<file path="src/rtl/bus_pkg.sv">
// Shared types and constants for the bus arbiter: FSM encoding, arbitration modes
// and the lock counter width.
package bus_pkg;

   typedef enum logic [1:0] {
      ST_IDLE   = 2'd0,
      ST_HOLD   = 2'd1,
      ST_LOCKED = 2'd2
   } state_t;

   localparam int MODE_FIXED = 0;
   localparam int MODE_RR    = 1;

   // Wide enough for any LOCK_MAX up to 255.
   localparam int CNT_W = 8;

endpackage

</file>
<file path="src/rtl/rr_select.sv">
// Rotating priority picker: first set bit of (req & mask), scanning upward from ptr
// with wrap-around. Returns the winner as one-hot and as an index.
module rr_select #(
   parameter int N = 4
) (
   input  logic [N-1:0]         req,
   input  logic [N-1:0]         mask,
   input  logic [$clog2(N)-1:0] ptr,
   output logic [N-1:0]         onehot,
   output logic [$clog2(N)-1:0] idx,
   output logic                 found
);

   localparam int IW = $clog2(N);

   logic [N-1:0]  eff;
   logic [IW-1:0] pos;
   int            j;

   always_comb begin
      eff    = req & mask;
      onehot = '0;
      idx    = '0;
      found  = 1'b0;
      j      = 0;
      pos    = '0;
      for (int k = 0; k < N; k++) begin
         j = int'(ptr) + k;
         if (j >= N) j = j - N;
         pos = IW'(j);
         if (!found && eff[pos]) begin
            found       = 1'b1;
            onehot[pos] = 1'b1;
            idx         = pos;
         end
      end
   end

endmodule

</file>
<file path="src/rtl/bus_arbiter.sv">
// Multi-source bus arbiter with a registered output word, fixed or round-robin
// priority, and bounded bus locking by the current owner.
module bus_arbiter
   import bus_pkg::*;
#(
   parameter int WIDTH    = 16,
   parameter int NUM_SRC  = 4,
   parameter int MODE     = 0,
   parameter int LOCK_MAX = 8
) (
   input  logic                     clk,
   input  logic                     rst,
   input  logic [NUM_SRC-1:0]       req,
   input  logic [NUM_SRC-1:0]       lock,
   input  logic [NUM_SRC*WIDTH-1:0] data_in,
   input  logic                     ack,
   output logic [WIDTH-1:0]         out,
   output logic                     out_valid,
   output logic [NUM_SRC-1:0]       grant,
   output logic                     locked,
   output state_t                   state_dbg
);

   localparam int IW = $clog2(NUM_SRC);
   localparam logic [CNT_W-1:0] LOCK_MAX_C = CNT_W'(LOCK_MAX);

   // Handshake: out/grant are presented while out_valid=1 and stay frozen until the
   // consumer raises ack; a new word is loaded on any edge where (!out_valid || ack)
   // and some request is eligible, so ack plus a request reloads with no bubble.

   state_t              state, state_n;
   logic [WIDTH-1:0]    out_n;
   logic                out_valid_n;
   logic [NUM_SRC-1:0]  grant_n;
   logic [IW-1:0]       rr_ptr, rr_ptr_n;
   logic [IW-1:0]       owner, owner_n;
   logic [CNT_W-1:0]    lock_cnt, lock_cnt_n;

   logic [WIDTH-1:0]    src_data [NUM_SRC];
   logic [NUM_SRC-1:0]  owner_oh, mask, win_oh;
   logic [IW-1:0]       sel_ptr, win_idx;
   logic                win_found, cont, limit_hit;

   for (genvar i = 0; i < NUM_SRC; i++) begin : g_src
      assign src_data[i] = data_in[i*WIDTH +: WIDTH];
   end

   // A locked owner that still holds req and lock is the only eligible source.
   assign cont      = (state == ST_LOCKED) && req[owner] && lock[owner];
   assign limit_hit = (state == ST_HOLD) && (lock_cnt == LOCK_MAX_C);
   assign mask      = cont ? owner_oh : '1;
   assign sel_ptr   = (MODE == MODE_RR) ? rr_ptr : '0;

   always_comb begin
      owner_oh        = '0;
      owner_oh[owner] = 1'b1;
   end

   rr_select #(.N(NUM_SRC)) u_sel (
      .req    (req),
      .mask   (mask),
      .ptr    (sel_ptr),
      .onehot (win_oh),
      .idx    (win_idx),
      .found  (win_found)
   );

   always_comb begin
      state_n     = state;
      out_n       = out;
      out_valid_n = out_valid;
      grant_n     = grant;
      rr_ptr_n    = rr_ptr;
      owner_n     = owner;
      lock_cnt_n  = lock_cnt;
      if (!out_valid || ack) begin
         if (win_found) begin
            out_n       = src_data[win_idx];
            out_valid_n = 1'b1;
            grant_n     = win_oh;
            owner_n     = win_idx;
            if (cont)
               lock_cnt_n = (lock_cnt == LOCK_MAX_C) ? lock_cnt : lock_cnt + CNT_W'(1);
            else if (lock[win_idx] && !limit_hit)
               lock_cnt_n = CNT_W'(1);
            else
               lock_cnt_n = '0;
            if (!cont && (MODE == MODE_RR))
               rr_ptr_n = (win_idx == IW'(NUM_SRC - 1)) ? '0 : win_idx + IW'(1);
            // The load that follows a saturated lock is an ordinary arbitration.
            state_n = (lock[win_idx] && !limit_hit && (lock_cnt_n < LOCK_MAX_C))
                      ? ST_LOCKED : ST_HOLD;
         end else if (out_valid) begin
            out_valid_n = 1'b0;
            grant_n     = '0;
            lock_cnt_n  = '0;
            state_n     = ST_IDLE;
         end
      end
   end

   always_ff @(posedge clk or posedge rst) begin
      if (rst) begin
         state     <= ST_IDLE;
         out       <= '0;
         out_valid <= 1'b0;
         grant     <= '0;
         rr_ptr    <= '0;
         owner     <= '0;
         lock_cnt  <= '0;
      end else begin
         state     <= state_n;
         out       <= out_n;
         out_valid <= out_valid_n;
         grant     <= grant_n;
         rr_ptr    <= rr_ptr_n;
         owner     <= owner_n;
         lock_cnt  <= lock_cnt_n;
      end
   end

   assign locked    = (state == ST_LOCKED);
   assign state_dbg = state;

endmodule

</file>
<file path="config.mk">
export PLATFORM = sky130hd
export DESIGN_NAME = bus_arbiter
export DESIGN_NICKNAME = d
export VERILOG_FILES = /design/src/rtl/bus_pkg.sv /design/src/rtl/rr_select.sv /design/src/rtl/bus_arbiter.sv
export SDC_FILE = /design/constraint.sdc
export NUM_CORES = 1
export LEC_CHECK = 0
export ABC_AREA = 1
export BUFFER_PORTS_ARGS = -buffer_cell sky130_fd_sc_hd__buf_2
export CORE_ASPECT_RATIO = 0.8
export CORE_MARGIN = 5
export CORE_UTILIZATION = 38
export CTS_BUF_LIST = sky130_fd_sc_hd__clkbuf_16
export DETAILED_ROUTE_END_ITERATION = 6
export PLACE_DENSITY = 0.68
export SYNTH_ARGS = -nofsm -noshare
export SYNTH_HDL_FRONTEND = slang
export SYNTH_SLANG_ARGS = --single-unit
</file>
<file path="constraint.sdc">
create_clock -name clk -period 2.75 [get_ports clk]
set_input_delay 0.55 -clock clk [delete_from_list [all_inputs] [get_ports clk]]
set_output_delay 0.55 -clock clk [all_outputs]
set_load 0.05 [all_outputs]
</file>
; Word level (Yosys, flattened, before mapping)
; Index checks and enable logic that the tools add are counted.
[totals]
wordCells = 71
regBits = 33
input_bits = 75
output_inout_bits = 24
[classes]
addsub = 1
order_cmp = 5
muxes = 36
reduce_logical = 18
n_eq_ne = 3
bitwise_logic = 2
[ops]
columns = cell, n
row1 = $mux 8, 6
row2 = $bmux 16 s2, 1
row3 = $mux 16, 2
row4 = $mux 4, 4
row5 = $mux 1, 12
row6 = $mux 2, 6
row7 = $logic_and 1x1->1, 9
row8 = $add 8x1->8 const B, 1
row9 = $eq 8x4->1 const B, 1
row10 = $lt 8x4->1 const B, 1
row11 = $bmux 1 s2, 3
row12 = $lt 2x3->1 const B, 2
row13 = $logic_not 1->1, 5
row14 = $and 4x4->4, 1
row15 = $reduce_and 2->1, 2
row16 = $ge 3x3->1 const B, 1
row17 = $mux 3, 1
row18 = $not 2->3, 1
row19 = $demux 1 s2, 1
row20 = $eq 2x1->1 const B, 1
row21 = $eq 2x2->1 const B, 1
row22 = $ge 2x1->1 const B, 1
row23 = $reduce_bool 2->1, 1
row24 = $logic_or 1x1->1, 1

; Longest topological paths before layout
[logic_depth]
ltp_word = 27
mapped_depth = 16
depth_no_buf = 16

; Cells and area by module
; From an unflattened synthesis, not the netlist that was laid out.
[hier_totals]
cells_unflattened = 402
area_unflattened_um2 = 2728.9
[by_module_without_submodules]
columns = module, n_inst, cells_each, area_each_um2
row1 = bus_arbiter, 1, 305, 2088.3
row2 = rr_select, 1, 97, 640.6

; Least setup slack after synthesis
; No wires, ideal clock.
[synth_timing]
kind = reg-to-reg
from = reg state[1] (netlist: state_dbg[1])
to = reg lock_cnt[2]
stages_incl_launch_ff = 11
path_slack_ns = -0.145
setup_ns = 0.123
path_buffers = 1
t_arrival_ns = 2.772
period_less_slack_ns = 2.895
cell_sequence = dfrtp_1 > inv_1 > nor2_1 > nand3_4 > o21ai_4 > nand4_1 > nand2_2 > nand2_2 > buf_6 > nand4_1 > o21ai_1
[synth_via]
elab_chain_cells = 17
[synth_rtl]
columns = item, line_no
row1 = start: declaration, bus_arbiter.sv:31  ; state_t state, state_n;
row2 = start signal: assignment, bus_arbiter.sv:112  ; state <= state_n;
row3 = $eq 2x2->1 (*), --
row4 = named net locked, bus_arbiter.sv:20  ; output logic locked,
row5 = $logic_and 1x1->1 (*) (2 in series), bus_arbiter.sv:49  ; assign cont = (state == ST_LOCKED) && req[owner] && lock[owner];
row6 = $mux 4, bus_arbiter.sv:51  ; assign mask = cont ? owner_oh : '1;
row7 = $and 4x4->4, rr_select.sv:21  ; eff = req & mask;
row8 = $mux 1, rr_select.sv:31  ; if (!found && eff[pos]) begin
row9 = $logic_not 1->1, rr_select.sv:31
row10 = $logic_and 1x1->1, rr_select.sv:31
row11 = $mux 1, rr_select.sv:31
row12 = $logic_not 1->1, rr_select.sv:31
row13 = $logic_and 1x1->1, rr_select.sv:31
row14 = $mux 1, rr_select.sv:31
row15 = $logic_not 1->1, rr_select.sv:31
row16 = $logic_and 1x1->1, rr_select.sv:31
row17 = $mux 1, rr_select.sv:31
row18 = $reduce_bool 2->1 (no line), --
row19 = $reduce_and 2->1 (no line), --
row20 = end signal: assignment, bus_arbiter.sv:118  ; lock_cnt <= lock_cnt_n;
row21 = end: declaration, bus_arbiter.sv:37  ; logic [CNT_W-1:0] lock_cnt, lock_cnt_n;
; The timed path passes the listed nets; every way through them passes the cells marked *. The select of a mux whose other input is x is not followed.
; A chain may end at the register's enable or synchronous reset.

; Worst setup path after layout
[layout_timing]
from = reg owner[0]
to = reg lock_cnt[0]
[layout_via]
elab_chain_cells = 24
[layout_rtl]
columns = item, line_no
row1 = start: declaration, bus_arbiter.sv:36  ; logic [IW-1:0] owner, owner_n;
row2 = start signal: assignment, bus_arbiter.sv:117  ; owner <= owner_n;
row3 = $lt 2x3->1 (implied by the code) (tied with other cells), bus_arbiter.sv:56  ; owner_oh[owner] = 1'b1;
row4 = $logic_and 1x1->1 (implied by the code) / $mux 1 (equally long branches), "bus_arbiter.sv:56, bus_arbiter.sv:49"
row5 = $mux 1 (implied by the code) / $logic_and 1x1->1 (equally long branches), "bus_arbiter.sv:56, bus_arbiter.sv:49"
row6 = $demux 1 s2 / $logic_and 1x1->1 (equally long branches), "bus_arbiter.sv:56, bus_arbiter.sv:49"
row7 = $mux 4, bus_arbiter.sv:51
row8 = $and 4x4->4, rr_select.sv:21
row9 = $mux 1, rr_select.sv:31
row10 = $logic_not 1->1, rr_select.sv:31
row11 = [8 not listed], --
row12 = $bmux 1 s2, bus_arbiter.sv:84  ; else if (lock[win_idx] && !limit_hit)
row13 = $mux 1 (implied by the code), bus_arbiter.sv:84
row14 = $logic_and 1x1->1, bus_arbiter.sv:84
row15 = $mux 1, bus_arbiter.sv:84
row16 = $mux 8, bus_arbiter.sv:82  ; if (cont)
row17 = $mux 8, bus_arbiter.sv:77  ; if (win_found) begin
row18 = $mux 8, bus_arbiter.sv:76  ; if (!out_valid || ack) begin
row19 = $mux 8, bus_arbiter.sv:77
; Several ways; a longest one is shown, not always the timed one. The select of a mux whose other input is x is not followed.

==> run summary <==
dpl cell area = 2922 sq um
total wire length = 6.645 mm
Max Cap Viol = 0
Area contributors post-synth = dfrtp_1 (35%), nand2_1 (19%), inv_1 (6.5%)
Synth top cells by count = nand2_1 (116), inv_1 (41), dfrtp_1 (33)
power density cells = 629.5 nW/um^2
Worst Clk Skew = 0.006223 ns
Multi-input gate area = 1275 sq um
share of cells above drive strength 1 = 28.73%
total congestion overflow = 0
Data required, critical path = 2.91 ns
Cell Rows = 25
syn avg cell area = 6.862 sq um
# fillers = 604
Via density = 4.945
core area = 5974 sq um
Final #Nets = 518
leading area contributor after synthesis = dfrtp_1
Setup crit end kind = flip-flop
DRT Pass-1 Iters = 4
area of the mapped netlist = 2354 sq um
H-Tree Depth = 2
post-synthesis sequential area ratio = 35.09%
max frequency = 0.4415 GHz
WS Path Type = reg2reg
starting density of the core = 39.39%
vias in the first global route = 2451
largest net degree at the start of global routing = 29
Final Wtd Congestion = 0.8310
TritonCTS clock tree = yes
Lkg Pwr = 0.001700 uW
Antenna diodes = 0
clock latency on the worst-skew pair = 0.27 ns
worst rel slew slack = 69.94%
reg2reg path depth = 14
Final Hold Fails = 0
Layout area overhead = 31.05%
I/O pin count = 99
Post-synth top flop = dfrtp_1
post-DP HPWL = 5.202 mm
CP max FO = 12
most frequent cell after synthesis = nand2_1
post-route ant nets = 0
Reg clk slew, reported paths = 0.05 ns
clk buf depth = 2
CTS resizes = 0
IO Port Bufs = 98
Final min period = 2.265 ns
number of hold buffers added after CTS = 0
Distinct cells, synth = 29
# Post-CTS Setup Buffers = 0
max-slew violations = 0
Register Area = 825.8 sq um
vias = 2586
outcome = finished, final reports clean
worst-margin pin slew = 0.4467 ns
Arrival @ worst endpoint = 2.42 ns
EDFF count, synth = 0
Async S/R FF share, synth = 100.0%
Hold WC Path Type = in2async
setup violators final = 0
Seq cells post-synth = 33
die width = 97.99 um
Gate Count Post-Synth = 343
1st-iter DRT viols = 109
chip height = 80.39 um
Num Clock Sinks = 33
clock tree root driver cell = clkbuf_16
first-pass GRT wire length = 11.29 mm
Total Routing Usage GR = 17.43%
Setup TNS = 0 ns
Num CTS Buffers = 5
DRC errors left = 0
drt wl/cell = 12.71 um
Die Area = 7877 sq um
maximum VDD drop = 278.5 uV
Final Cell Area = 3084 sq um
initial antenna violation count = 0
syn_nets = 420
share of the synthesized area in the top cell type = 35.09%
Synth Warn # = 0
crit path launch type = flip-flop
period utilisation layout = 82.36%
RSZ-0062 raised after global routing = no
registers in the layout, indices dropped and copies added (netlist names):
name and cells:
grant 4, lock_cnt 8, out 16, out_valid 1
owner 2, state_dbg 2
routing by layer:
layer  vias up  GRT usage, %  share of wire (%)
met2        91         27.51                 44
met3         7         5.556                8.7
met5         -             0                  0
met1      1159         23.53                 47
met4         0         3.458               0.71
li1       1329             -                  -
cells by family after synthesis:
family                   count (synthesis)  share of synthesized area [%]
XOR/XNOR                                 4                          1.489
AO/OA/AOI/OAI                           80                          20.15
buffers and inverters                   59                          10.85
AND/OR/NAND/NOR                        165                          31.37
flip-flops                              33                          35.09
adder cells (fa/ha/maj)                  2                          1.063
where the power goes:
part           internal (uW)  switching, uW  leakage (uW)  total [uW]
Combinational            198            520       0.00120         718
Sequential               561           52.5      0.000413         614
Clock                    420            190     0.0000826         610
Total                   1180            762       0.00170        1940
critical path, stage by stage (launching register included):
cell	delay [ns]
dfrtp_1	0.45
inv_2	0.15
nand2_1	0.06
nand2_1	0.05
nand2_1	0.05
nand2_2	0.11
nand3_4	0.13
o21ai_4	0.29
nand4_1	0.25
nand2_2	0.17
nand2_2	0.17
nand3_1	0.12
nor2_1	0.04
nand3_1	0.06
nand2_1	0.05
through the flow:
step           utilization, %  setup slack, ns  total power [uW]  hold slack [ns]  std cells
6_report                51.62           0.4852              1941           0.2233        523
5_1_grt                 51.62           0.1951              2059           0.2588        523
4_1_cts                 51.62           0.4853              1958           0.2365        523
3_5_place_dp            48.90           0.4219              1342           0.4653        515
3_3_place_gp            48.90           0.4475              1336           0.4619        515
2_1_floorplan               -           0.1577              1142           0.4998        343
worst paths after layout:
| check | slack [ns] | start | endpoint |
|---|---|---|---|
| max in group asynchronous | 2.04 | rst | state_dbg[0] |
| worst max-delay path | 0.49 | owner[0] | lock_cnt[0] |
| worst min register to register | 0.48 | out[5] | out[5] |
| worst max register to register | 0.49 | owner[0] | lock_cnt[0] |
| min in group clk | 0.48 | out[5] | out[5] |
| worst min-delay path | 0.22 | rst | lock_cnt[6] |
layout by cell type (no fill, tap or decap), types with 2 or more instances in the layout:
master	n
nand3_1	13
dfrtp_1	33
o2111ai_1	16
buf_4	9
nand4_1	5
ha_1	2
nor4_1	2
nand2_1	116
nand2_4	2
a21oi_1	20
o21ai_0	17
o21ai_1	25
clkbuf_16	5
nand4_4	2
inv_1	42
buf_2	98
nand2_2	5
nor2_1	15
xor2_1	3
inv_2	2
layout make-up:
type	instances	share of cell area [%]
clock inverters	3	1.217
flip-flops and latches	33	26.77
multi-input cells	251	41.34
inverters	43	5.233
well taps	81	3.286
repair buffers	107	18.09
clock buffers	5	4.057
Note: power is estimated with default switching activity, not from simulation.
